--- src/rtl/servant_rst_pkg.sv ---
// rtl/servant_rst_pkg.sv - state encodings and constants shared by the servant reset sequencer
package servant_rst_pkg;

   localparam logic [1:0] ENC_LOCK_WAIT = 2'd0;
   localparam logic [1:0] ENC_HOLD      = 2'd1;
   localparam logic [1:0] ENC_RUN       = 2'd2;

   typedef enum logic [1:0] {
      LOCK_WAIT = ENC_LOCK_WAIT,
      HOLD      = ENC_HOLD,
      RUN       = ENC_RUN
   } rst_state_t;

   localparam logic [7:0] RST_COUNT_MAX = 8'hFF;

endpackage

--- src/rtl/servant_sync2.sv ---
// rtl/servant_sync2.sv - generic two-flop synchroniser with asynchronous active-low clear
module servant_sync2 #(
   parameter int unsigned WIDTH = 1
) (
   input  logic             i_clk,
   input  logic             i_rst_n,
   input  logic [WIDTH-1:0] i_d,
   output logic [WIDTH-1:0] o_q
);

   logic [WIDTH-1:0] r_meta;
   logic [WIDTH-1:0] r_sync;

   always_ff @(posedge i_clk or negedge i_rst_n) begin
      if (!i_rst_n) begin
         r_meta <= '0;
         r_sync <= '0;
      end else begin
         r_meta <= i_d;
         r_sync <= r_meta;
      end
   end

   assign o_q = r_sync;

endmodule

--- src/rtl/servant_rst_ctrl.sv ---
// rtl/servant_rst_ctrl.sv - reset/boot sequencer for the servant core; SERVANT_RST_WDT_EN builds the heartbeat watchdog
module servant_rst_ctrl
   import servant_rst_pkg::*;
#(
   parameter int unsigned LOCK_CYCLES = 16,
   parameter int unsigned HOLD_CYCLES = 32,
   parameter logic [31:0] WDT_CYCLES  = 32'd16777216
) (
   input  logic       wb_clk,
   input  logic       wb_rst_n,
   input  logic       i_locked,
   input  logic       i_heartbeat,
   input  logic       i_sw_rst,
   output logic       o_cpu_rst,
   output logic [1:0] o_state,
   output logic       o_wdt_fired,
   output logic [7:0] o_rst_count
);

   localparam logic [15:0] LOCK_LAST = 16'(LOCK_CYCLES - 1);
   localparam logic [15:0] HOLD_LAST = 16'(HOLD_CYCLES - 1);

   rst_state_t  r_state;
   rst_state_t  w_state_nxt;
   logic [15:0] r_cnt;
   logic [15:0] w_cnt_nxt;
   logic        w_locked_s;
   logic        w_wdt_expire;
   logic        w_run_exit;
   logic        w_wdt_exit;
   logic        r_cpu_rst;
   logic        r_wdt_fired;
   logic [7:0]  r_rst_count;

   servant_sync2 #(
      .WIDTH (1)
   ) u_lock_sync (
      .i_clk   (wb_clk),
      .i_rst_n (wb_rst_n),
      .i_d     (i_locked),
      .o_q     (w_locked_s)
   );

`ifdef SERVANT_RST_WDT_EN
   localparam logic [31:0] WDT_LAST = WDT_CYCLES - 32'd1;

   logic        r_hb_d;
   logic [31:0] r_wdt_cnt;
   logic        w_hb_edge;

   assign w_hb_edge    = i_heartbeat ^ r_hb_d;
   // a heartbeat edge on the expiry cycle still counts as alive
   assign w_wdt_expire = (r_state == RUN) && !w_hb_edge && (r_wdt_cnt == WDT_LAST);

   always_ff @(posedge wb_clk or negedge wb_rst_n) begin
      if (!wb_rst_n) begin
         r_hb_d    <= 1'b0;
         r_wdt_cnt <= '0;
      end else begin
         r_hb_d <= i_heartbeat;
         if ((r_state != RUN) || (w_state_nxt != RUN) || w_hb_edge) begin
            r_wdt_cnt <= '0;
         end else begin
            r_wdt_cnt <= r_wdt_cnt + 32'd1;
         end
      end
   end
`else
   logic [32:0] w_unused;

   assign w_unused     = {i_heartbeat, WDT_CYCLES};
   assign w_wdt_expire = 1'b0;
`endif

   always_comb begin
      w_state_nxt = r_state;
      w_cnt_nxt   = r_cnt;
      w_run_exit  = 1'b0;
      w_wdt_exit  = 1'b0;
      case (r_state)
         LOCK_WAIT: begin
            if (!w_locked_s) begin
               w_cnt_nxt = '0;
            end else if (r_cnt == LOCK_LAST) begin
               w_state_nxt = HOLD;
               w_cnt_nxt   = '0;
            end else begin
               w_cnt_nxt = r_cnt + 16'd1;
            end
         end
         HOLD: begin
            if (!w_locked_s) begin
               w_state_nxt = LOCK_WAIT;
               w_cnt_nxt   = '0;
            end else if (r_cnt == HOLD_LAST) begin
               w_state_nxt = RUN;
               w_cnt_nxt   = '0;
            end else begin
               w_cnt_nxt = r_cnt + 16'd1;
            end
         end
         RUN: begin
            w_cnt_nxt = '0;
            if (!w_locked_s) begin
               w_state_nxt = LOCK_WAIT;
               w_run_exit  = 1'b1;
            end else if (w_wdt_expire) begin
               w_state_nxt = HOLD;
               w_run_exit  = 1'b1;
               w_wdt_exit  = 1'b1;
            end else if (i_sw_rst) begin
               w_state_nxt = HOLD;
               w_run_exit  = 1'b1;
            end
         end
         default: begin
            w_state_nxt = LOCK_WAIT;
            w_cnt_nxt   = '0;
         end
      endcase
   end

   // cpu reset tracks the next state so it changes on the same edge as the FSM
   always_ff @(posedge wb_clk or negedge wb_rst_n) begin
      if (!wb_rst_n) begin
         r_state     <= LOCK_WAIT;
         r_cnt       <= '0;
         r_cpu_rst   <= 1'b1;
         r_wdt_fired <= 1'b0;
         r_rst_count <= '0;
      end else begin
         r_state   <= w_state_nxt;
         r_cnt     <= w_cnt_nxt;
         r_cpu_rst <= (w_state_nxt != RUN);
         if (w_wdt_exit) begin
            r_wdt_fired <= 1'b1;
         end
         if (w_run_exit && (r_rst_count != RST_COUNT_MAX)) begin
            r_rst_count <= r_rst_count + 8'd1;
         end
      end
   end

   assign o_cpu_rst   = r_cpu_rst;
   assign o_state     = r_state;
   assign o_wdt_fired = r_wdt_fired;
   assign o_rst_count = r_rst_count;

endmodule

--- config.mk ---
export PLATFORM = sky130hd
export DESIGN_NAME = servant_rst_ctrl
export DESIGN_NICKNAME = d
export VERILOG_FILES = /design/src/rtl/servant_rst_pkg.sv /design/src/rtl/servant_sync2.sv /design/src/rtl/servant_rst_ctrl.sv
export SDC_FILE = /design/constraint.sdc
export NUM_CORES = 1
export LEC_CHECK = 0
export CAP_MARGIN = 0
export CORE_UTILIZATION = 30
export DETAILED_ROUTE_END_ITERATION = 10
export SETUP_SLACK_MARGIN = 0.02
export SYNTH_ARGS = -nofsm -noshare
export SYNTH_HDL_FRONTEND = slang
export SYNTH_SLANG_ARGS = --single-unit
--- constraint.sdc ---
create_clock -name wb_clk -period 1.5 [get_ports wb_clk]
set_input_delay 0.3 -clock wb_clk [delete_from_list [all_inputs] [get_ports wb_clk]]
set_output_delay 0.3 -clock wb_clk [all_outputs]
set_load 0.05 [all_outputs]
==> metrics.txt <==
status=finished with violations; failing checks=design-rule violations, negative setup slack; Synth Cell Area=roughly 1400 um2; # IOs=17; CTS Sinks=29; Synth Flop Type=dfrtp_1; placed inst area=1940 um2; worst-case vdd ir drop=slightly above 0.4 mV; skew final=4.73 ps; vias in the first global route=about 1200; slowest stage cell, crit path=dfrtp_1; Syn Area/Cell=around 11 um2; routed length per instance=between 10 and 15 um; switching share of power=22.4%; Setup crit start kind=flop; Synth-to-Final Area Change=54.3%; Psw=approximately 0.36 mW; Tcrit/Tclk final=102%; Hold Crit Class=in2async; global-route wire length before repair=between 5 and 6 mm; gpl congestion=0.826; initial antenna violation count=0; RR Endpoint=r_cnt[12]; Ant. Diodes=0; setup violators final=16; kind of critical path=reg2reg; die height=around 71 um; IO buf count=14; final wirelength=3.27 mm; Worst EP arrival=1710 ps; Final Max Slew Viols=0; Antenna Nets Post-Route=0; critical path depth=5; Final Core Density=between 40% and 50%; Reg2Reg Depth=5; clock latency on the worst-skew pair=290 ps; Gate power share=5.0%; top-area cell type share of the netlist area=49.7%; Gate Count Post-Synth=132; grt total ovfl=0; cell internal pwr=1.24 mW; clock slew seen by the registers of the worst setup and hold paths=around 60 ps; syn nets=~140; nets=approximately 190; Die Wd=roughly 70 um; Placeable Area=between 4000 and 5000 um2; Yosys reg bits=29; PnR worst setup slack=-33.0 ps; Hold Fails Final Rpt=0; drt drc=2; Clk network pwr share=44.9%; Post-synth EDFFs=0; site row count=24; FF-to-FF setup slack=-30 ps; crit path time final=between 1500 and 2000 ps; Synth top cells by count=dfrtp_1, nor2_1, xnor2_1, xor2_1, nand3_1; post-DP HPWL=between 2 and 2.5 mm; sequential share of the synthesized area=51.6%; largest net degree at the start of global routing=30; FMAX=around 650 MHz; count leader, synth=dfrtp_1; total CTS buffers=5; crit-path cells=nor4_4 > nand4_1 > o21ai_2 > buf_6 > nor2_2; H-tree depth=2; TritonCTS clock tree=yes; CP max stage delay=between 400 and 500 ps; Max-Cap Viols=0; Synth cell types=31; GRT Util Overall=14.5%; CP top delay family=simple AND/OR/NAND/NOR gates; clk root buf=clkbuf_8; DR vias/cell=5.00; synth top area cells=dfrtp_1, xnor2_1, xor2_1, nor2_1, nand4_1; layout cells sized above 1=42.8%; top cell type by total area after synthesis=dfrtp_1; Power Dens Cells=734 nW/um2; worst-path fanout max=7; LEAKAGE=0.962 nW; Yosys warnings=0; via count=1160; unrepaired setup endpoints after global routing=yes; initial drt markers=between 40 and 50; CP Capture Type=flop; RR Startpoint=r_cnt[15]; Bufs on Longest Clock Path=2; final instance area=around 2200 um2; Seq pwr share=between 50 and 60%; Hold-fix buffers, CTS=0; DIE AREA=between 4000 and 5000 um2; Buf+Inv Stages, Crit Path=1; critical path required time=1670 ps; crit path from=r_cnt[15]; drt first pass iters=7; Initial Util=between 30% and 40%; Synth async-reset ratio=100%
cells in the final DEF (no fill, tap or decap), types with 2 or more instances in the layout:
cell,Yosys,layout
nor4_4,2,3
xor2_1,11,11
buf_4,1,25
nor2_2,0,4
nor3_1,7,6
xnor2_1,11,11
and3_1,2,2
dfrtp_2,0,8
dfrtp_1,28,20
inv_1,5,5
nor2_1,21,16
nand4_1,7,7
buf_12,0,12
clkdlybuf4s50_1,0,3
nand2_1,6,6
nand3_1,8,7
nor4_2,1,2
clkbuf_8,0,7
buf_6,1,2
flip-flops by register name (all words and copies together) (netlist names):
name                cells
o_rst_count             8
o_state                 2
u_lock_sync.r_meta      1
r_cnt                  16
u_lock_sync.o_q         1
o_cpu_rst               1
cell families (layout without fill, tap and decap cells):
family / count (synthesis) / after routing / synth area share (%)
and+or+nand+nor: 64 / 64 / 25.6
adders and majority gates: 2 / 2 / 1.77
muxes: 1 / 1 / 0.799
other: 1 / 1 / 0.266
AOI/OAI and AO/OA: 6 / 6 / 3.64
xor gates and xnor gates: 22 / 22 / 13.7
DFF: 29 / 29 / 51.6
buffers and inverters: 7 / 55 / 2.66
worst reg2reg max path, cell delays in order, from the launching register on:
cell and delay (ps):
dfrtp_1 410, nor4_4 360, nand4_1 200, o21ai_2 230, buf_6 170, nor2_2 50
per-layer routing:
| metal | track usage, % | wire (um) | vias up |
|---|---|---|---|
| met3 | 4.13 | 119 | 7 |
| met4 | 7.33 | 66 | 0 |
| met5 | 0 | 0 | - |
| met1 | 17.9 | 1400 | 580 |
| met2 | 23.3 | 1690 | 21 |
| li1 | - | - | 552 |
timing repair:
action | in CTS | in global routing
buffers inserted | 0 | 5
pin swaps | 4 | 10
gates resized for setup | 3 | 16
endpoints found under the setup margin | 18 | 18
metrics by stage:
stage / TNS (ps) / worst slack [ps] / power [mW] / instances / hold WS (ps)
after CTS: -351 / -31.8 / 1.62 / 227 / 369
after detailed placement: -718 / -103 / 0.890 / 219 / 356
final: -385 / -33.0 / 1.60 / 232 / 366
after floorplan: -56.8 / -56.8 / 0.843 / 132 / 4.41
after global placement: -111 / -47.1 / 0.889 / 219 / 336
after global routing: -2060 / -129 / 1.67 / 232 / 381
power groups by stage:
stage | Combinational (mW) | Sequential [mW] | Clock (mW)
after floorplan | 0.0295 | 0.813 | 0
after global placement | 0.0757 | 0.813 | 0
after detailed placement | 0.0762 | 0.814 | 0
after CTS | 0.0769 | 0.799 | 0.741
after global routing | 0.0904 | 0.801 | 0.774
final | 0.0802 | 0.800 | 0.717
worst max-delay path by stage:
stage / slack [ps] / end
after CTS: -30 / r_cnt[5]
after floorplan: -60 / o_rst_count[1]
final: -30 / r_cnt[12]
after detailed placement: -100 / o_cpu_rst
after global placement: -50 / o_rst_count[1]
after global routing: -130 / r_cnt[4]
final cells by class:
cell class / instances / area [um2]
clock buffers: 7 / 96.3
clock inverters: 1 / 5.00
fillers: 421 / 2270
flip-flops and latches: 29 / 737
multi-input cells: 96 / 773
inverters: 5 / 18.8
well taps: 52 / 65.1
repair buffers: 42 / 480
(Power assumes the default switching activity.)
